## src/rtl/cmp_seq_ctrl.sv

```systemverilog
// Serial magnitude comparator: one shared 2-bit compare slice is stepped MSB pair first
// over captured operands, with valid/ready handshakes on the operand and result sides.
module cmp_seq_ctrl #(
  parameter int WIDTH      = 8,
  parameter int EARLY_EXIT = 1,
  parameter int CW         = $clog2(WIDTH/2)+1
) (
  input  logic             clk,
  input  logic             rst_n,
  input  logic             in_valid,
  output logic             in_ready,
  input  logic [WIDTH-1:0] a,
  input  logic [WIDTH-1:0] b,
  output logic             out_valid,
  input  logic             out_ready,
  output logic             gt,
  output logic             lt,
  output logic             eq,
  output logic [CW-1:0]    cycles,
  output logic             busy
);

  // Handshakes: a transfer happens on a rising edge where valid and ready are both high.
  // in_ready/out_valid/busy are flops that only track the state, never the peer's inputs.

  localparam int NP = WIDTH/2;
  localparam int IW = (NP > 1) ? $clog2(NP) : 1;
  localparam logic [IW-1:0] IDX_TOP = IW'(NP-1);
  localparam logic [CW-1:0] CNT_ONE = CW'(1);

  typedef enum logic [1:0] {
    IDLE = 2'd0,
    RUN  = 2'd1,
    DONE = 2'd2
  } state_t;

  typedef struct packed {
    logic gt;
    logic lt;
    logic eq;
  } cmp_t;

  // The one compare slice; called from a single always_comb so it maps to one instance.
  function automatic cmp_t comp_2bit(input logic [1:0] x, input logic [1:0] y);
    cmp_t r;
    logic hi_eq;
    hi_eq = ~(x[1] ^ y[1]);
    r.gt  = (x[1] & ~y[1]) | (hi_eq & x[0] & ~y[0]);
    r.lt  = (~x[1] & y[1]) | (hi_eq & ~x[0] & y[0]);
    r.eq  = hi_eq & ~(x[0] ^ y[0]);
    return r;
  endfunction

  state_t           state;
  logic [WIDTH-1:0] a_q;
  logic [WIDTH-1:0] b_q;
  logic [IW-1:0]    idx;
  logic [CW-1:0]    cnt;
  logic             diff_seen;
  logic             diff_gt;

  logic [1:0]       a_dig;
  logic [1:0]       b_dig;
  cmp_t             slice;
  logic             first_diff;
  logic             run_done;
  logic [CW-1:0]    cnt_nxt;
  logic             res_gt;
  logic             res_lt;
  logic             res_eq;

  always_comb begin
    a_dig      = 2'(a_q >> {idx, 1'b0});
    b_dig      = 2'(b_q >> {idx, 1'b0});
    slice      = comp_2bit(a_dig, b_dig);
    first_diff = !diff_seen && !slice.eq;
    run_done   = (idx == '0) || ((EARLY_EXIT != 0) && first_diff);
    cnt_nxt    = cnt + CNT_ONE;
    // The first difference from the MSB wins; later pairs cannot override it.
    res_gt     = diff_seen ? diff_gt  : slice.gt;
    res_lt     = diff_seen ? !diff_gt : slice.lt;
    res_eq     = !diff_seen && slice.eq;
  end

  always_ff @(posedge clk or negedge rst_n) begin
    if (!rst_n) begin
      state     <= IDLE;
      in_ready  <= 1'b1;
      out_valid <= 1'b0;
      busy      <= 1'b0;
      a_q       <= '0;
      b_q       <= '0;
      idx       <= '0;
      cnt       <= '0;
      diff_seen <= 1'b0;
      diff_gt   <= 1'b0;
      gt        <= 1'b0;
      lt        <= 1'b0;
      eq        <= 1'b0;
      cycles    <= '0;
    end else begin
      case (state)
        IDLE: begin
          if (in_valid) begin
            a_q       <= a;
            b_q       <= b;
            idx       <= IDX_TOP;
            cnt       <= '0;
            diff_seen <= 1'b0;
            diff_gt   <= 1'b0;
            state     <= RUN;
            in_ready  <= 1'b0;
            busy      <= 1'b1;
          end
        end
        RUN: begin
          cnt <= cnt_nxt;
          if (first_diff) begin
            diff_seen <= 1'b1;
            diff_gt   <= slice.gt;
          end
          if (run_done) begin
            state     <= DONE;
            out_valid <= 1'b1;
            gt        <= res_gt;
            lt        <= res_lt;
            eq        <= res_eq;
            cycles    <= cnt_nxt;
          end else begin
            idx <= idx - 1'b1;
          end
        end
        DONE: begin
          if (out_ready) begin
            state     <= IDLE;
            out_valid <= 1'b0;
            in_ready  <= 1'b1;
            busy      <= 1'b0;
            gt        <= 1'b0;
            lt        <= 1'b0;
            eq        <= 1'b0;
          end
        end
        default: begin
          state     <= IDLE;
          in_ready  <= 1'b1;
          out_valid <= 1'b0;
          busy      <= 1'b0;
        end
      endcase
    end
  end

  // Local invariants of the result and handshake flags.
  a_onehot: assert property (@(posedge clk) disable iff (!rst_n)
    out_valid |-> $onehot({gt, lt, eq}));
  a_clear: assert property (@(posedge clk) disable iff (!rst_n)
    !out_valid |-> ({gt, lt, eq} == 3'b000));
  a_hold: assert property (@(posedge clk) disable iff (!rst_n)
    (out_valid && !out_ready) |=> (out_valid && $stable({gt, lt, eq, cycles})));
  a_flags: assert property (@(posedge clk) disable iff (!rst_n)
    (in_ready == (state == IDLE)) && (out_valid == (state == DONE)) && (busy == !in_ready));

endmodule

```

## config.mk

```make
export PLATFORM = sky130hd
export DESIGN_NAME = cmp_seq_ctrl
export DESIGN_NICKNAME = d
export VERILOG_FILES = /design/src/rtl/cmp_seq_ctrl.sv
export SDC_FILE = /design/constraint.sdc
export NUM_CORES = 1
export LEC_CHECK = 0
export BUFFER_PORTS_ARGS = -buffer_cell sky130_fd_sc_hd__buf_4
export CAP_MARGIN = 20
export CORE_ASPECT_RATIO = 1.75
export CORE_UTILIZATION = 49
export CTS_CLUSTER_DIAMETER = 100
export DETAILED_ROUTE_END_ITERATION = 8
export PLACE_DENSITY = 0.75
export SYNTH_ARGS = -nofsm -noshare
export SYNTH_HDL_FRONTEND = slang
export SYNTH_SLANG_ARGS = --single-unit
```

## constraint.sdc

```tcl
create_clock -name clk -period 2.88 [get_ports clk]
set_clock_uncertainty 0.05 [all_clocks]
set_input_delay 0.144 -clock clk [delete_from_list [all_inputs] [get_ports clk]]
set_output_delay 0.144 -clock clk [all_outputs]
set_load 0.005 [all_outputs]
```

After elaboration in Yosys (flattened, before gate mapping). Index checks and enable logic that the tools add are counted.

Input port bits: 20. Output and inout port bits: 9. Register bits after elaboration: 34. Logic and storage cells: 92.

Shift-type cells: 2. Reduce and logical (&&, ||, !) cells: 19. Multiplexer cells: 29. Bitwise operators: 19. Add/subtract/negate cells: 2. Eq/ne operators: 7.

Operators by type and width (number): AND reduction 3 bit (6); right shift 8 x 3 -> 2 bit (2); two-way mux 1 bit (12); two-way mux 2 bit (5); != test 2 bit (second input constant) (5); one-hot mux 1 bit (2 select lines) (5); one-hot mux 1 bit (3 select lines) (3); NOT 1 bit (8); AND 1 bit (7); one-hot mux 2 bit (3 select lines) (1); one-hot mux 3 bit (2 select lines) (1); AND reduction 2 bit (3); zero test 2 bit (2); one-hot mux 2 bit (2 select lines) (1); nonzero test 2 bit (2); adder 3 x 1 -> 3 bit (second input constant) (1); zero test 1 bit (3); two-way mux 3 bit (1); == test 2 x 1 -> 1 bit (second input constant) (1); == test 2 bit (second input constant) (1); logical AND 1 bit (2); OR 1 bit (2); subtractor 2 x 1 -> 2 bit (second input constant) (1); XOR 1 bit (2); logical OR 1 bit (1).

Longest topological paths before layout.
Word-level depth: 9. Gate-level depth with buffers: 8. Mapped depth without buffers: 7.

Worst setup path after synthesis. Ideal clock, no wire load.

Path kind: flip-flop to flip-flop. From: register idx[0]. To: register cycles[1]. Data required time: 2.705 ns. Setup time: 0.125 ns. Data arrival time: 2.084 ns. Path slack: 0.621 ns. Clock period less this slack: 2.259 ns. Stages on the path, launching flop included: 8. Buffers on the path: 1. Cell sequence: dfrtp_1 buf_2 mux4_2 ha_1 nor2b_1 a2bb2oi_2 nand2_2 mux2_4.

Cells in the longest elaborated chain, start to end: 8. Elaborated cells between the ends (all ways): 12. Classes of those cells: 2 x shift; 5 x bitwise; 5 x reduce/logical.

RTL lines: start, declared (RTL line 57) `logic [IW-1:0] idx;`; start signal, assigned (RTL line 130) `idx <= idx - 1'b1;`; right shift 8 x 3 -> 2 bit (on tied branches) (RTL line 73, 74); XOR 1 bit (on tied branches) (RTL line 47, 50); NOT 1 bit (on tied branches) (RTL line 47, 50); AND 1 bit (RTL line 50) `r.eq = hi_eq & ~(x[0] ^ y[0]);`; zero test 1 bit (RTL line 76) `first_diff = !diff_seen && !slice.eq;`; logical AND 1 bit (RTL line 76); logical OR 1 bit * (RTL line 77) `run_done = (idx == '0) || ((EARLY_EXIT != 0) && first_diff);`; AND reduction 2 bit (no source line) *; end signal, assigned (RTL line 128) `cycles <= cnt_nxt;`; end, declared (RTL line 19) `output logic [CW-1:0] cycles,`.

Mark *: on every way between the ends. The rest lies on a longest branch, timed or not. A chain may end at the register's enable or synchronous reset.

Final worst setup path.
From: register idx[0]. To: register cycles[2].

Same word-level chain as after synthesis.

==> impl_results.rst <==
.. list-table::
   :header-rows: 1

   * - Metric
     - Value
   * - Number of global-route vias before repair
     - roughly 1.3k
   * - Req. time, crit path
     - 3000 ps
   * - CTS Root Buffer Type
     - clkbuf_8
   * - Detailed-route wire length per cell
     - 13.0 um
   * - Synthesized area
     - 0.00165 sq mm
   * - Net switching fraction of the power
     - 0.371
   * - Worst reg2reg path startpoint
     - idx[0]
   * - Core Area
     - around 0.0032 sq mm
   * - Die width
     - 45.8 um
   * - HPWL after detailed placement
     - 2350 um
   * - Synthesized Nets
     - 188
   * - Worst Max-Slew Pin Slew
     - about 710 ps
   * - Clock net sink count
     - 34
   * - Kind of cell adding the most delay to the critical path
     - multiplexers
   * - Internal power consumption
     - 1.44 mW
   * - Max frequency
     - 410 MHz
   * - Sequential-to-total area share from yosys stat
     - 0.518
   * - Share of total power in sequential cells
     - 0.392
   * - Mean post-synth cell area
     - around 10 sq um
   * - Setup repair after global routing missed its margin
     - false
   * - Hold Fails Final Rpt
     - 0
   * - VDD IR max
     - 0.567 mV
   * - Layout cell share with drive strength beyond 1
     - 0.230
   * - Highest-delay cell along the critical path
     - mux4_2
   * - Minimum hold slack
     - 7.80 ps
   * - # port buffers
     - 28
   * - Number of diodes added for antenna fixing
     - 0
   * - Result of the run
     - finished clean
   * - Critical Path AT
     - 2560 ps
   * - Number of gates resized after cts
     - 0
   * - Storage cell area
     - roughly 850 sq um
   * - Sum of routed wire segments on met1
     - 1250 um
   * - Number of nets in the final layout
     - roughly 230
   * - Number of cells on the worst hold path
     - 3
   * - Areal power density over the cells
     - ~1100 mW/mm^2
   * - Total number of vias
     - roughly 1.3k
   * - Total congestion overflow
     - 0
   * - R2R depth
     - 6
   * - Post-synthesis to final-layout area growth
     - 28.4%
   * - TritonCTS buffer count
     - 5
   * - Post-Route WL
     - approximately 3300 um
   * - Static Leak
     - 1.07 nW
   * - Biggest cell delay along the critical path
     - 570 ps
   * - Maximum fanout along the worst path
     - 8
   * - First-pass iteration count of the detailed router
     - 4
   * - Min-Delay Startpoint
     - b[0]
   * - Flip-flop and latch count after synthesis
     - 34
   * - GRT Overall Usage
     - 0.217
   * - Count of buffer and inverter cells on the critical path
     - 0
   * - Number of remaining DRC errors
     - 0
   * - Setup tns final
     - 0 ps
   * - # rows
     - 27
   * - Final antenna-violating net count
     - 0
   * - Last weighted congestion value of the routability-driven placer
     - 0.801
   * - Async set-reset flop share out of synthesis
     - 1.00
   * - First-pass GRT wire length
     - 5690 um
   * - Met3 wire len
     - 78 um
   * - Routed wl met2
     - 1880 um
   * - Post-synthesis cell count
     - 164
   * - Clock slew at the register clock pins of the worst setup and hold paths
     - 60 ps
   * - Setup-violating endpoint count in the final report
     - 0
   * - Startpoint kind of the worst setup timing path
     - register
   * - Clock latency reported for the late side of the worst-skew pair
     - 280 ps
   * - I/O pin total
     - 29
   * - Register-to-register path setup slack
     - 440 ps
   * - Die height
     - 78.7 um
   * - Antenna violations before repair
     - 0
   * - CP endpoint kind
     - register
   * - Synthesis Warnings
     - 0
   * - Max-slew headroom at the worst pin
     - 0.526
   * - Fillers
     - 282
   * - H-tree depth reported by CTS
     - 2
   * - Portion of total power attributed to the clock network
     - 0.140
   * - Area of the multi-input gates
     - 747 sq um
   * - Portion of total power attributed to combinational logic
     - 0.468
   * - Ratio of routed vias to standard cells
     - 5.04
   * - Critical path class
     - reg -> reg
   * - Ordered list of cells on the worst path
     - mux4_2 -> ha_1 -> nor2b_1 -> a2bb2oi_2 -> nand2_2 -> mux2_4
   * - DR iter-0 viols
     - 20
   * - TritonCTS clock tree
     - done
   * - Pin count of the biggest net entering global routing
     - 35
   * - Die area
     - 0.00360 sq mm
   * - Final critical path time including I/O delays and setup
     - between 2000 and 2500 ps
   * - Number of distinct library cell variants in the gate-level netlist after synthesis
     - 32
   * - WHS Endpoint
     - b_q[0]
   * - Highest signal layer in the routed design
     - met4
   * - Max-capacitance violation count
     - 0
   * - CTS Buffer Depth
     - 2
   * - Hold Crit Class
     - in -> reg
   * - Endpoint of the worst register-to-register path
     - cycles[2]
   * - Initial core utilization
     - 0.518
   * - Number of enable flip-flop cells after synthesis
     - 0
   * - Number of pins exceeding their max-slew limit in the final report
     - 0
   * - Period Utilization, post-route
     - 0.847
   * - Switching power of the nets
     - 0.850 mW
   * - Primary FF master, synth
     - dfrtp_1
==> routing by layer <==
layer	track usage	vias up
met4	0.112	0
met1	0.240	613
met2	0.369	26
met3	0.0483	6
li1	-	626
met5	0	-
==> kinds of logic (layout without fill, tap and decap cells) <==
logic type / after synthesis / count (layout) / synth area share
and+or+nand+nor: 80 / 80 / 0.202
muxes: 11 / 11 / 0.113
buffers and inverters: 12 / 57 / 0.0281
adders and majority gates: 4 / 4 / 0.0304
AOI/OAI and AO/OA: 18 / 18 / 0.0829
DFF: 34 / 34 / 0.518
xor gates and xnor gates: 5 / 5 / 0.0266
==> layout make-up <==
type / count / share of cell area
Multi-Input combinational cell: 118 / 0.353
Inverter: 7 / 0.0124
Sequential cell: 34 / 0.403
Timing Repair Buffer: 43 / 0.169
Tap cell: 43 / 0.0255
Clock buffer: 7 / 0.0361
==> sequential cells by signal, indices dropped and copies added, names as in the netlist <==
register / cells
out_valid: 1
cycles: 3
in_ready: 1
diff_seen: 1
lt: 1
idx: 2
eq: 1
cnt: 3
b_q: 8
busy: 1
a_q: 8
gt: 1
diff_gt: 1
state: 2
==> metrics by stage <==
| stage | instances | instance area (sq um) | setup WS, ps | util | power, mW |
|---|---|---|---|---|---|
| final | 252 | 2110 | 441 | 0.665 | 2.29 |
| after global placement | 231 | 1900 | 489 | 0.597 | 1.92 |
| after floorplan | 164 | 1650 | 621 | - | 1.68 |
| after global routing | 252 | 2110 | 271 | 0.665 | 2.49 |
| after detailed placement | 231 | 1900 | 437 | 0.597 | 1.97 |
| after CTS | 252 | 2110 | 422 | 0.665 | 2.32 |
==> synthesized netlist by cell type, types with 2 or more instances <==
cell	instances	area [sq um]
ha_1	4	50.1
nand2_1	56	210
xnor2_1	4	35.0
a22oi_1	2	15.0
a22o_1	2	17.5
nand2b_1	5	31.3
inv_1	7	26.3
nor2_1	13	48.8
dfrtp_1	33	826
mux2i_1	2	20.0
a21oi_1	3	15.0
o21ai_0	5	25.0
mux2_4	2	30.0
clkbuf_1	3	11.3
mux4_2	5	113
mux2_2	2	22.5
==> power groups by stage <==
stage | registers (mW) | clock network [mW] | logic, mW
CTS | 0.900 | 0.332 | 1.09
floorplan | 0.844 | 0 | 0.831
finish | 0.897 | 0.321 | 1.07
global placement | 0.897 | 0 | 1.02
global route | 0.926 | 0.347 | 1.21
detailed placement | 0.908 | 0 | 1.07
==> cell usage in the layout, fill, tap and decap left out, types with 4 or more instances in the layout <==
| cell | n |
|---|---|
| xnor2_1 | 4 |
| dlygate4sd3_1 | 14 |
| mux4_2 | 5 |
| buf_4 | 29 |
| dfrtp_1 | 33 |
| nand2_1 | 56 |
| clkbuf_8 | 5 |
| nor2_1 | 13 |
| inv_1 | 7 |
| nand2b_1 | 5 |
| o21ai_0 | 5 |
| ha_1 | 4 |
==> worst max path at each step <==
stage	startpoint	cells past startpoint	endpoint
final	idx[0]	6	cycles[2]
after global routing	idx[0]	7	cycles[2]
after CTS	idx[0]	6	cycles[2]
after detailed placement	idx[0]	6	cycles[2]
after global placement	idx[0]	6	cycles[2]
after floorplan	idx[0]	7	cycles[1]
==> tightest hold or removal path: cells and delay by family <==
family | cells | cell delay (ps)
buffers and inverters | 1 | 80
AND/OR/NAND/NOR | 2 | 90
==> what timing repair did <==
item,CTS,global route
endpoints found under the hold margin,46,0
buffers inserted,0,0
hold buffers,14,0
setup endpoints to repair,0,0
Note: power is estimated with default switching activity, not from simulation.
